### config.mk
export PLATFORM = sky130hd
export DESIGN_NAME = intcode_io_port_flat
export DESIGN_NICKNAME = d
export VERILOG_FILES = /design/src/rtl/intcode_io_pkg.sv /design/src/rtl/intcode_io_port_if.sv /design/src/rtl/intcode_fifo.sv /design/src/rtl/intcode_io_port.sv /design/src/flat_wrapper.sv
export SDC_FILE = /design/constraint.sdc
export NUM_CORES = 1
export LEC_CHECK = 0
export CAP_MARGIN = 25
export CORE_UTILIZATION = 42
export DETAILED_ROUTE_END_ITERATION = 8
export GPL_ROUTABILITY_DRIVEN = 0
export GPL_TIMING_DRIVEN = 0
export SLEW_MARGIN = 20
export SYNTH_ARGS = -nofsm -noshare
export SYNTH_HDL_FRONTEND = slang
export SYNTH_SLANG_ARGS = --single-unit
### constraint.sdc
create_clock -name clock -period 14 [get_ports clock]
set_clock_uncertainty 0.2 [all_clocks]
set_input_delay 2.1 -clock clock [delete_from_list [all_inputs] [get_ports clock]]
set_output_delay 2.1 -clock clock [all_outputs]
set_load 0.05 [all_outputs]
### src/rtl/intcode_io_pkg.sv
// Shared constants for the Intcode memory-mapped I/O port: default
// register addresses and the bit layout of the status word.
package intcode_io_pkg;

    localparam logic [31:0] DefInAddr   = 32'hFFFF0000;
    localparam logic [31:0] DefOutAddr  = 32'hFFFF0001;
    localparam logic [31:0] DefStatAddr = 32'hFFFF0002;

    localparam int unsigned StatInEmpty  = 0;
    localparam int unsigned StatOutFull  = 1;
    localparam int unsigned StatErrUnder = 2;
    localparam int unsigned StatErrOver  = 3;
    localparam int unsigned StatIrqEn    = 4;
    localparam int unsigned StatFlagBits = 5;
    localparam int unsigned StatPadBits  = 12;

endpackage

### src/rtl/intcode_io_port_if.sv
// CPU bus plus host-side streaming channels of the I/O port.
interface intcode_io_port_if #(
    parameter int unsigned WIDTH = 32
);
    logic [31:0]      address_bus;
    logic             ram_write;
    logic             bus_rd;
    logic [WIDTH-1:0] bus_wdata;
    logic [WIDTH-1:0] bus_rdata;
    logic             bus_rdata_oe;
    logic [WIDTH-1:0] in_data;
    logic             in_valid;
    logic             in_ready;
    logic [WIDTH-1:0] out_data;
    logic             out_valid;
    logic             out_ready;
    logic             irq;

    modport master (
        output address_bus, ram_write, bus_rd, bus_wdata, in_data, in_valid, out_ready,
        input  bus_rdata, bus_rdata_oe, in_ready, out_data, out_valid, irq
    );

    modport slave (
        input  address_bus, ram_write, bus_rd, bus_wdata, in_data, in_valid, out_ready,
        output bus_rdata, bus_rdata_oe, in_ready, out_data, out_valid, irq
    );
endinterface

### src/rtl/intcode_fifo.sv
// Power-of-two synchronous FIFO; push when full and pop when empty are ignored,
// head is read combinationally from storage.
module intcode_fifo #(
    parameter int unsigned WIDTH = 32,
    parameter int unsigned DEPTH = 8
) (
    input  logic                         clock,
    input  logic                         reset,
    input  logic                         push,
    input  logic                         pop,
    input  logic [WIDTH-1:0]             wdata,
    output logic                         full,
    output logic                         empty,
    output logic [$clog2(DEPTH+1)-1:0]   count,
    output logic [WIDTH-1:0]             head
);
    localparam int unsigned PtrW = $clog2(DEPTH);
    localparam int unsigned CntW = $clog2(DEPTH + 1);
    localparam logic [CntW-1:0] FullCnt = CntW'(DEPTH);

    logic [WIDTH-1:0] mem [DEPTH];
    logic [PtrW-1:0]  rd_ptr_q, wr_ptr_q;
    logic [CntW-1:0]  count_q;
    logic             do_push, do_pop;

    assign full    = (count_q == FullCnt);
    assign empty   = (count_q == '0);
    assign count   = count_q;
    assign head    = mem[rd_ptr_q];
    // Gating against the registered count keeps a pop from empty from seeing a same-cycle push.
    assign do_push = push && !full;
    assign do_pop  = pop && !empty;

    always_ff @(posedge clock) begin
        if (!reset) begin
            rd_ptr_q <= '0;
            wr_ptr_q <= '0;
            count_q  <= '0;
        end else begin
            if (do_push) wr_ptr_q <= wr_ptr_q + 1'b1;
            if (do_pop)  rd_ptr_q <= rd_ptr_q + 1'b1;
            unique case ({do_push, do_pop})
                2'b10:   count_q <= count_q + 1'b1;
                2'b01:   count_q <= count_q - 1'b1;
                default: count_q <= count_q;
            endcase
        end
    end

    always_ff @(posedge clock) begin
        if (do_push) mem[wr_ptr_q] <= wdata;
    end

endmodule

### src/rtl/intcode_io_port.sv
// Memory-mapped I/O port: input FIFO read by the CPU, output FIFO written by the CPU,
// plus a status/control register with sticky error flags and a level interrupt.
module intcode_io_port
    import intcode_io_pkg::*;
#(
    parameter int unsigned WIDTH     = 32,
    parameter int unsigned DEPTH     = 8,
    parameter logic [31:0] IN_ADDR   = DefInAddr,
    parameter logic [31:0] OUT_ADDR  = DefOutAddr,
    parameter logic [31:0] STAT_ADDR = DefStatAddr
) (
    input  logic               clock,
    input  logic               reset,
    intcode_io_port_if.slave   bus
);
    localparam int unsigned CntW  = $clog2(DEPTH + 1);
    localparam int unsigned StatW = 2 * CntW + StatPadBits + StatFlagBits;

    logic             in_full, in_empty, out_full, out_empty;
    logic [CntW-1:0]  in_count, out_count;
    logic [WIDTH-1:0] in_head, out_head;
    logic             in_push, in_pop, out_push, out_pop, in_ready;
    logic             sel_in, sel_out, sel_stat, rd_cycle, out_wr;
    logic [StatW-1:0] stat_raw;

    logic             run_q;
    logic             irq_en_q, irq_en_d;
    logic             err_under_q, err_under_d;
    logic             err_over_q, err_over_d;
    logic [WIDTH-1:0] rdata_q, rdata_d;

    assign sel_in   = (bus.address_bus == IN_ADDR);
    assign sel_out  = (bus.address_bus == OUT_ADDR);
    assign sel_stat = (bus.address_bus == STAT_ADDR);
    assign rd_cycle = bus.bus_rd && !bus.ram_write;
    assign out_wr   = bus.ram_write && sel_out;

    // run_q holds in_ready low through reset and for the first edge after it.
    assign in_ready = run_q && !in_full;
    assign in_push  = bus.in_valid && in_ready;
    assign in_pop   = rd_cycle && sel_in && !in_empty;
    assign out_push = out_wr && !out_full;
    assign out_pop  = !out_empty && bus.out_ready;

    assign stat_raw = {in_count, out_count, {StatPadBits{1'b0}},
                       irq_en_q, err_over_q, err_under_q, out_full, in_empty};

    intcode_fifo #(.WIDTH(WIDTH), .DEPTH(DEPTH)) u_in_fifo (
        .clock (clock),
        .reset (reset),
        .push  (in_push),
        .pop   (in_pop),
        .wdata (bus.in_data),
        .full  (in_full),
        .empty (in_empty),
        .count (in_count),
        .head  (in_head)
    );

    intcode_fifo #(.WIDTH(WIDTH), .DEPTH(DEPTH)) u_out_fifo (
        .clock (clock),
        .reset (reset),
        .push  (out_push),
        .pop   (out_pop),
        .wdata (bus.bus_wdata),
        .full  (out_full),
        .empty (out_empty),
        .count (out_count),
        .head  (out_head)
    );

    always_comb begin
        irq_en_d    = irq_en_q;
        err_under_d = err_under_q;
        err_over_d  = err_over_q;
        rdata_d     = rdata_q;

        if (bus.ram_write && sel_stat) begin
            irq_en_d = bus.bus_wdata[StatIrqEn];
            if (bus.bus_wdata[StatErrUnder]) err_under_d = 1'b0;
            if (bus.bus_wdata[StatErrOver])  err_over_d  = 1'b0;
        end
        // A new error event wins over a same-cycle clear.
        if (out_wr && out_full) err_over_d = 1'b1;

        if (rd_cycle) begin
            if (sel_in) begin
                rdata_d = in_empty ? '0 : in_head;
                if (in_empty) err_under_d = 1'b1;
            end else if (sel_out) begin
                rdata_d = '0;
            end else if (sel_stat) begin
                rdata_d = WIDTH'(stat_raw);
            end
        end
    end

    always_ff @(posedge clock) begin
        if (!reset) begin
            run_q       <= 1'b0;
            irq_en_q    <= 1'b0;
            err_under_q <= 1'b0;
            err_over_q  <= 1'b0;
            rdata_q     <= '0;
        end else begin
            run_q       <= 1'b1;
            irq_en_q    <= irq_en_d;
            err_under_q <= err_under_d;
            err_over_q  <= err_over_d;
            rdata_q     <= rdata_d;
        end
    end

    assign bus.bus_rdata    = rdata_q;
    assign bus.bus_rdata_oe = rd_cycle && (sel_in || sel_out || sel_stat);
    assign bus.in_ready     = in_ready;
    assign bus.out_data     = out_head;
    assign bus.out_valid    = !out_empty;
    assign bus.irq          = irq_en_q && !in_empty;

endmodule

### src/flat_wrapper.sv
// flat-port wrapper written by rule: the top's interface ports become plain ports
module intcode_io_port_flat import intcode_io_pkg::*;
#(
    parameter int unsigned WIDTH     = 32,
    parameter int unsigned DEPTH     = 8,
    parameter logic [31:0] IN_ADDR   = DefInAddr,
    parameter logic [31:0] OUT_ADDR  = DefOutAddr,
    parameter logic [31:0] STAT_ADDR = DefStatAddr
)
  (clock, reset, bus_address_bus, bus_ram_write, bus_bus_rd, bus_bus_wdata, bus_in_data, bus_in_valid, bus_out_ready, bus_bus_rdata, bus_bus_rdata_oe, bus_in_ready, bus_out_data, bus_out_valid, bus_irq);
  intcode_io_port_if #(.WIDTH(WIDTH)) bus_i ();
  input  logic clock;
  input  logic reset;
  input wire logic [$bits(bus_i.address_bus)-1:0] bus_address_bus;
  input wire logic [$bits(bus_i.ram_write)-1:0] bus_ram_write;
  input wire logic [$bits(bus_i.bus_rd)-1:0] bus_bus_rd;
  input wire logic [$bits(bus_i.bus_wdata)-1:0] bus_bus_wdata;
  input wire logic [$bits(bus_i.in_data)-1:0] bus_in_data;
  input wire logic [$bits(bus_i.in_valid)-1:0] bus_in_valid;
  input wire logic [$bits(bus_i.out_ready)-1:0] bus_out_ready;
  output wire logic [$bits(bus_i.bus_rdata)-1:0] bus_bus_rdata;
  output wire logic [$bits(bus_i.bus_rdata_oe)-1:0] bus_bus_rdata_oe;
  output wire logic [$bits(bus_i.in_ready)-1:0] bus_in_ready;
  output wire logic [$bits(bus_i.out_data)-1:0] bus_out_data;
  output wire logic [$bits(bus_i.out_valid)-1:0] bus_out_valid;
  output wire logic [$bits(bus_i.irq)-1:0] bus_irq;
  assign bus_i.address_bus = bus_address_bus;
  assign bus_i.ram_write = bus_ram_write;
  assign bus_i.bus_rd = bus_bus_rd;
  assign bus_i.bus_wdata = bus_bus_wdata;
  assign bus_i.in_data = bus_in_data;
  assign bus_i.in_valid = bus_in_valid;
  assign bus_i.out_ready = bus_out_ready;
  assign bus_bus_rdata = bus_i.bus_rdata;
  assign bus_bus_rdata_oe = bus_i.bus_rdata_oe;
  assign bus_in_ready = bus_i.in_ready;
  assign bus_out_data = bus_i.out_data;
  assign bus_out_valid = bus_i.out_valid;
  assign bus_irq = bus_i.irq;
  intcode_io_port #(.WIDTH(WIDTH), .DEPTH(DEPTH), .IN_ADDR(IN_ADDR), .OUT_ADDR(OUT_ADDR), .STAT_ADDR(STAT_ADDR)) u_core (.clock(clock), .reset(reset), .bus(bus_i));
endmodule
==> summary.md, run 1 <==
| Metric | Value |
|---|---|
| Status | completed |
| VDD IR max | about 100 µV |
| Die X | 230 µm |
| CTS max path bufs | 3 |
| Detail Route Antenna Nets | 0 |
| PortBufs | 169 |
| EDFF count, synth | 512 |
| Syn avg cell area | ~21 µm² |
| Crit path time final | 7.54 ns |
| Num ports | 170 |
| Critical Path Start Type | input pin |
| Drt drc | 0 |
| Largest net degree at the start of global routing | 20 |
| Setup TNS | 0 ns |
| Post-CTS setup buffers | 0 |
| Commonest cells post-synth | edfxtp_1, mux4_2, dfxtp_1 |
| Clk_lat worst skew | just over 0.6 ns |
| P_int | 0.00272 W |
| Setup CP Type | in2out |
| GR peak layer | met2 |
| Relative slew slack | 34.8% |
| GR Overflow Total | 0 |
| Final setup violation count | 0 |
| CTS Sinks | ~570 |
| Final core utilization | 52.2% |
| Ant diodes | 0 |
| GR Util met1 | around 25% |
| Layout area overhead | 22.6% |
| Worst hold path type | reg2reg |
| Fmax achieved | 133 MHz |
| Fin Hold WS | 0.259 ns |
| Crit end category | primary output |
| Syn Std Cell Area | 0.0219 mm² |
| Final period util | 53.8% |
| Syn_nets | 1159 |
| TritonCTS clock tree | yes |
| Share of cells above drive strength 1 | 25.1% |
| Worst EP arrival | roughly 5.2 ns |
| Post-synth top area cell | edfxtp_1 |
| Root Driver | clkbuf_16 |
| Flop2flop setup slack | 10.31 ns |
| Vias | 11000 |
| Clk slew on worst S/H paths | 0.06 ns |
| Combinational power share | 2.2% |
| Share of the synthesized area in the top cell type | a little over two thirds |
| GRT Overall Usage | 18.3% |
| Rows | 83 |
| RSZ-0062 raised after global routing | false |
| Register area share after synthesis | 75.9% |
| Avg Vias per Cell | 5.33 |
| Number of global-route vias before repair | 11500 |
| Yosys warnings | 0 |
| H-tree depth | 2 |
| NumNets Final | 1444 |
| DRT Pass-1 Iters | 5 |
| Slew @ Worst Pin | 0.977 ns |
| Maxcap violations | 0 |
| Post_cts resized | 0 |
| Leak | roughly 8.4 nW |
| Met2 GRT Util | 30.5% |
| Die Area | 0.0531 mm² |
| Vert. Die Dim | 230 µm |
| Post-Syn Instances | 1047 |
| Max Slew Vio Count | 0 |
| Most frequent cell after synthesis | edfxtp_1 |
| First-pass GRT wire length | 72000 µm |
| P_sw | 0.000678 W |
| Placeable Area | about 0.051 mm² |
| Synthesized flop and latch total | 574 |
| Power share of the clock group | between 40% and 50% |
| Hpwl dp | 31500 µm |
| GR Layer Usage met3 | under 10% |
| Final Hold Viols | 0 |
| Most used DFF post-synth | edfxtp_1 |
| Pwr per Cell Area | 127 mW/mm² |
| Initial antenna violation count | 4 |
| Per-cell routed wire length | 23.2 µm |
| Req. time, crit path | about 12 ns |
| 1st-iter DRT viols | 701 |
| Sw frac | 20.0% |
| Total wire length | approximately 48000 µm |
| Async SR Flop Fraction | 0% |
| Hold Buf Count CTS | 0 |
| Sequential share of power | 55.1% |
| Initial Util | ~43% |
| Largest cells by area after synthesis | edfxtp_1, mux4_2, dfxtp_1 |
| Cell variety after synth | 48 |
| Cts bufs inserted | ~60 |
| Critical Path Fanout Max | 10 |
critical path, stage by stage:
cell and delay, ns:
clkdlybuf4s50_1 0.46, nand4_1 0.13, nor4_1 0.63, nand4_1 0.38, a21oi_1 0.35, buf_2 0.32
clkdlybuf4s50_1 0.85
cells in the final DEF, fill, tap and decap left out, types with 3 or more instances in the layout:
| cell type | instances |
|---|---|
| clkdlybuf4s50_1 | 169 |
| nor3_1 | 9 |
| o21a_1 | 8 |
| a31oi_1 | 13 |
| nand4_1 | 7 |
| nor2_1 | 21 |
| o21ai_0 | 13 |
| buf_6 | 9 |
| inv_1 | 4 |
| mux4_2 | 128 |
| edfxtp_1 | 512 |
| nand2b_1 | 4 |
| clkbuf_1 | 43 |
| clkbuf_16 | 59 |
| ha_1 | 10 |
| or3_1 | 3 |
| mux2i_1 | 24 |
| o21ai_1 | 5 |
| buf_2 | 37 |
| clkinv_1 | 21 |
| nor4_1 | 5 |
| dfxtp_1 | 62 |
| nor4bb_1 | 4 |
| buf_4 | 22 |
| nor3_2 | 4 |
| o2bb2ai_1 | 18 |
| mux2_2 | 44 |
| nor2_4 | 7 |
| buf_16 | 3 |
| buf_12 | 5 |
| nand3_1 | 9 |
| a21oi_1 | 12 |
| xor2_1 | 10 |
| nand2_1 | 38 |
| clkinv_2 | 4 |
final timing paths:
| kind | from | endpoint | cells past startpoint |
|---|---|---|---|
| max | bus_address_bus[31] | bus_bus_rdata_oe | 7 |
| min | u_core.bus.bus_rdata[29] | u_core.bus.bus_rdata[29] | 1 |
| max reg2reg | u_core.u_out_fifo.count[1] | u_core.u_out_fifo.mem[2][15] | 9 |
| min reg2reg | u_core.bus.bus_rdata[29] | u_core.bus.bus_rdata[29] | 1 |
area by class of cell:
class | instances | area (µm²)
multi-input combinational | 420 | 5130
timing repair buffer | 224 | 2200
clock buffer | 76 | 1540
sequential | 574 | 16600
tap | 680 | 851
inverter | 4 | 15.0
clock inverter | 34 | 246
buffer | 49 | 233
fill | 4129 | 24600
metal layers:
metal | routed length [µm] | up-vias
li1 | - | 4928
met1 | 20900 | 5730
met2 | 23900 | 251
met3 | 2040 | 72
met5 | 56 | -
met4 | 889 | 8
logic make-up (layout without fill, tap and decap cells):
logic type | after synthesis | in the layout | share of synthesized area (%)
AOI/OAI and AO/OA | 75 | 75 | 2.39
adders and majority gates | 10 | 10 | 0.571
DFF | 574 | 574 | 75.9
muxes | 196 | 196 | 16.5
xor gates and xnor gates | 11 | 11 | 0.440
and+or+nand+nor | 128 | 128 | 3.06
buffers and inverters | 53 | 387 | 1.13
power groups by stage:
stage,Combinational [W],Sequential [W],Clock (W)
6_report,0.0000757,0.00187,0.00145
5_1_grt,0.0000821,0.00187,0.00154
4_1_cts,0.0000770,0.00187,0.00148
3_5_place_dp,0.0000767,0.00191,0
3_3_place_gp,0.0000713,0.00191,0
2_1_floorplan,0.0000182,0.00191,0
through the flow:
stage	total power, W	setup slack [ns]	instances	area [µm²]
2_1_floorplan	0.00193	6.81	1047	21900
3_3_place_gp	0.00198	2.40	1896	24400
3_5_place_dp	0.00199	6.48	1951	25000
4_1_cts	0.00343	6.46	2061	26800
5_1_grt	0.00350	6.18	2061	26800
6_report	0.00340	6.46	2061	26800
registers in the layout (all words and copies together), names as in the netlist, named ones only:
signal,flops
u_core.u_out_fifo.rd_ptr_q,3
u_core.u_out_fifo.mem,256
u_core.u_in_fifo.mem,256
u_core.u_out_fifo.wr_ptr_q,3
u_core.bus.bus_rdata,32
u_core.u_in_fifo.wr_ptr_q,3
u_core.u_in_fifo.rd_ptr_q,3
u_core.err_over_q,1
u_core.u_in_fifo.count,4
u_core.irq_en_q,1
u_core.u_out_fifo.count,4
u_core.err_under_q,1
u_core.run_q,1
(Power assumes the default switching activity.)
==> run 2, diff against run 1 <==
Clock period 14 ns to 6.93 ns, I/O delays scaled along.
==> results of run 2 <==
Same layout as run 1 (identical final DEF). Status: completed.
Main changes from that run: setup slack after placement 6.48 ns -> 1.53 ns; setup slack after layout 6.46 ns -> 1.52 ns; register-to-register setup slack 10.31 ns -> 3.24 ns; total power 0.00340 W -> 0.00686 W; worst IR drop on VDD 99.5 µV -> 201 µV
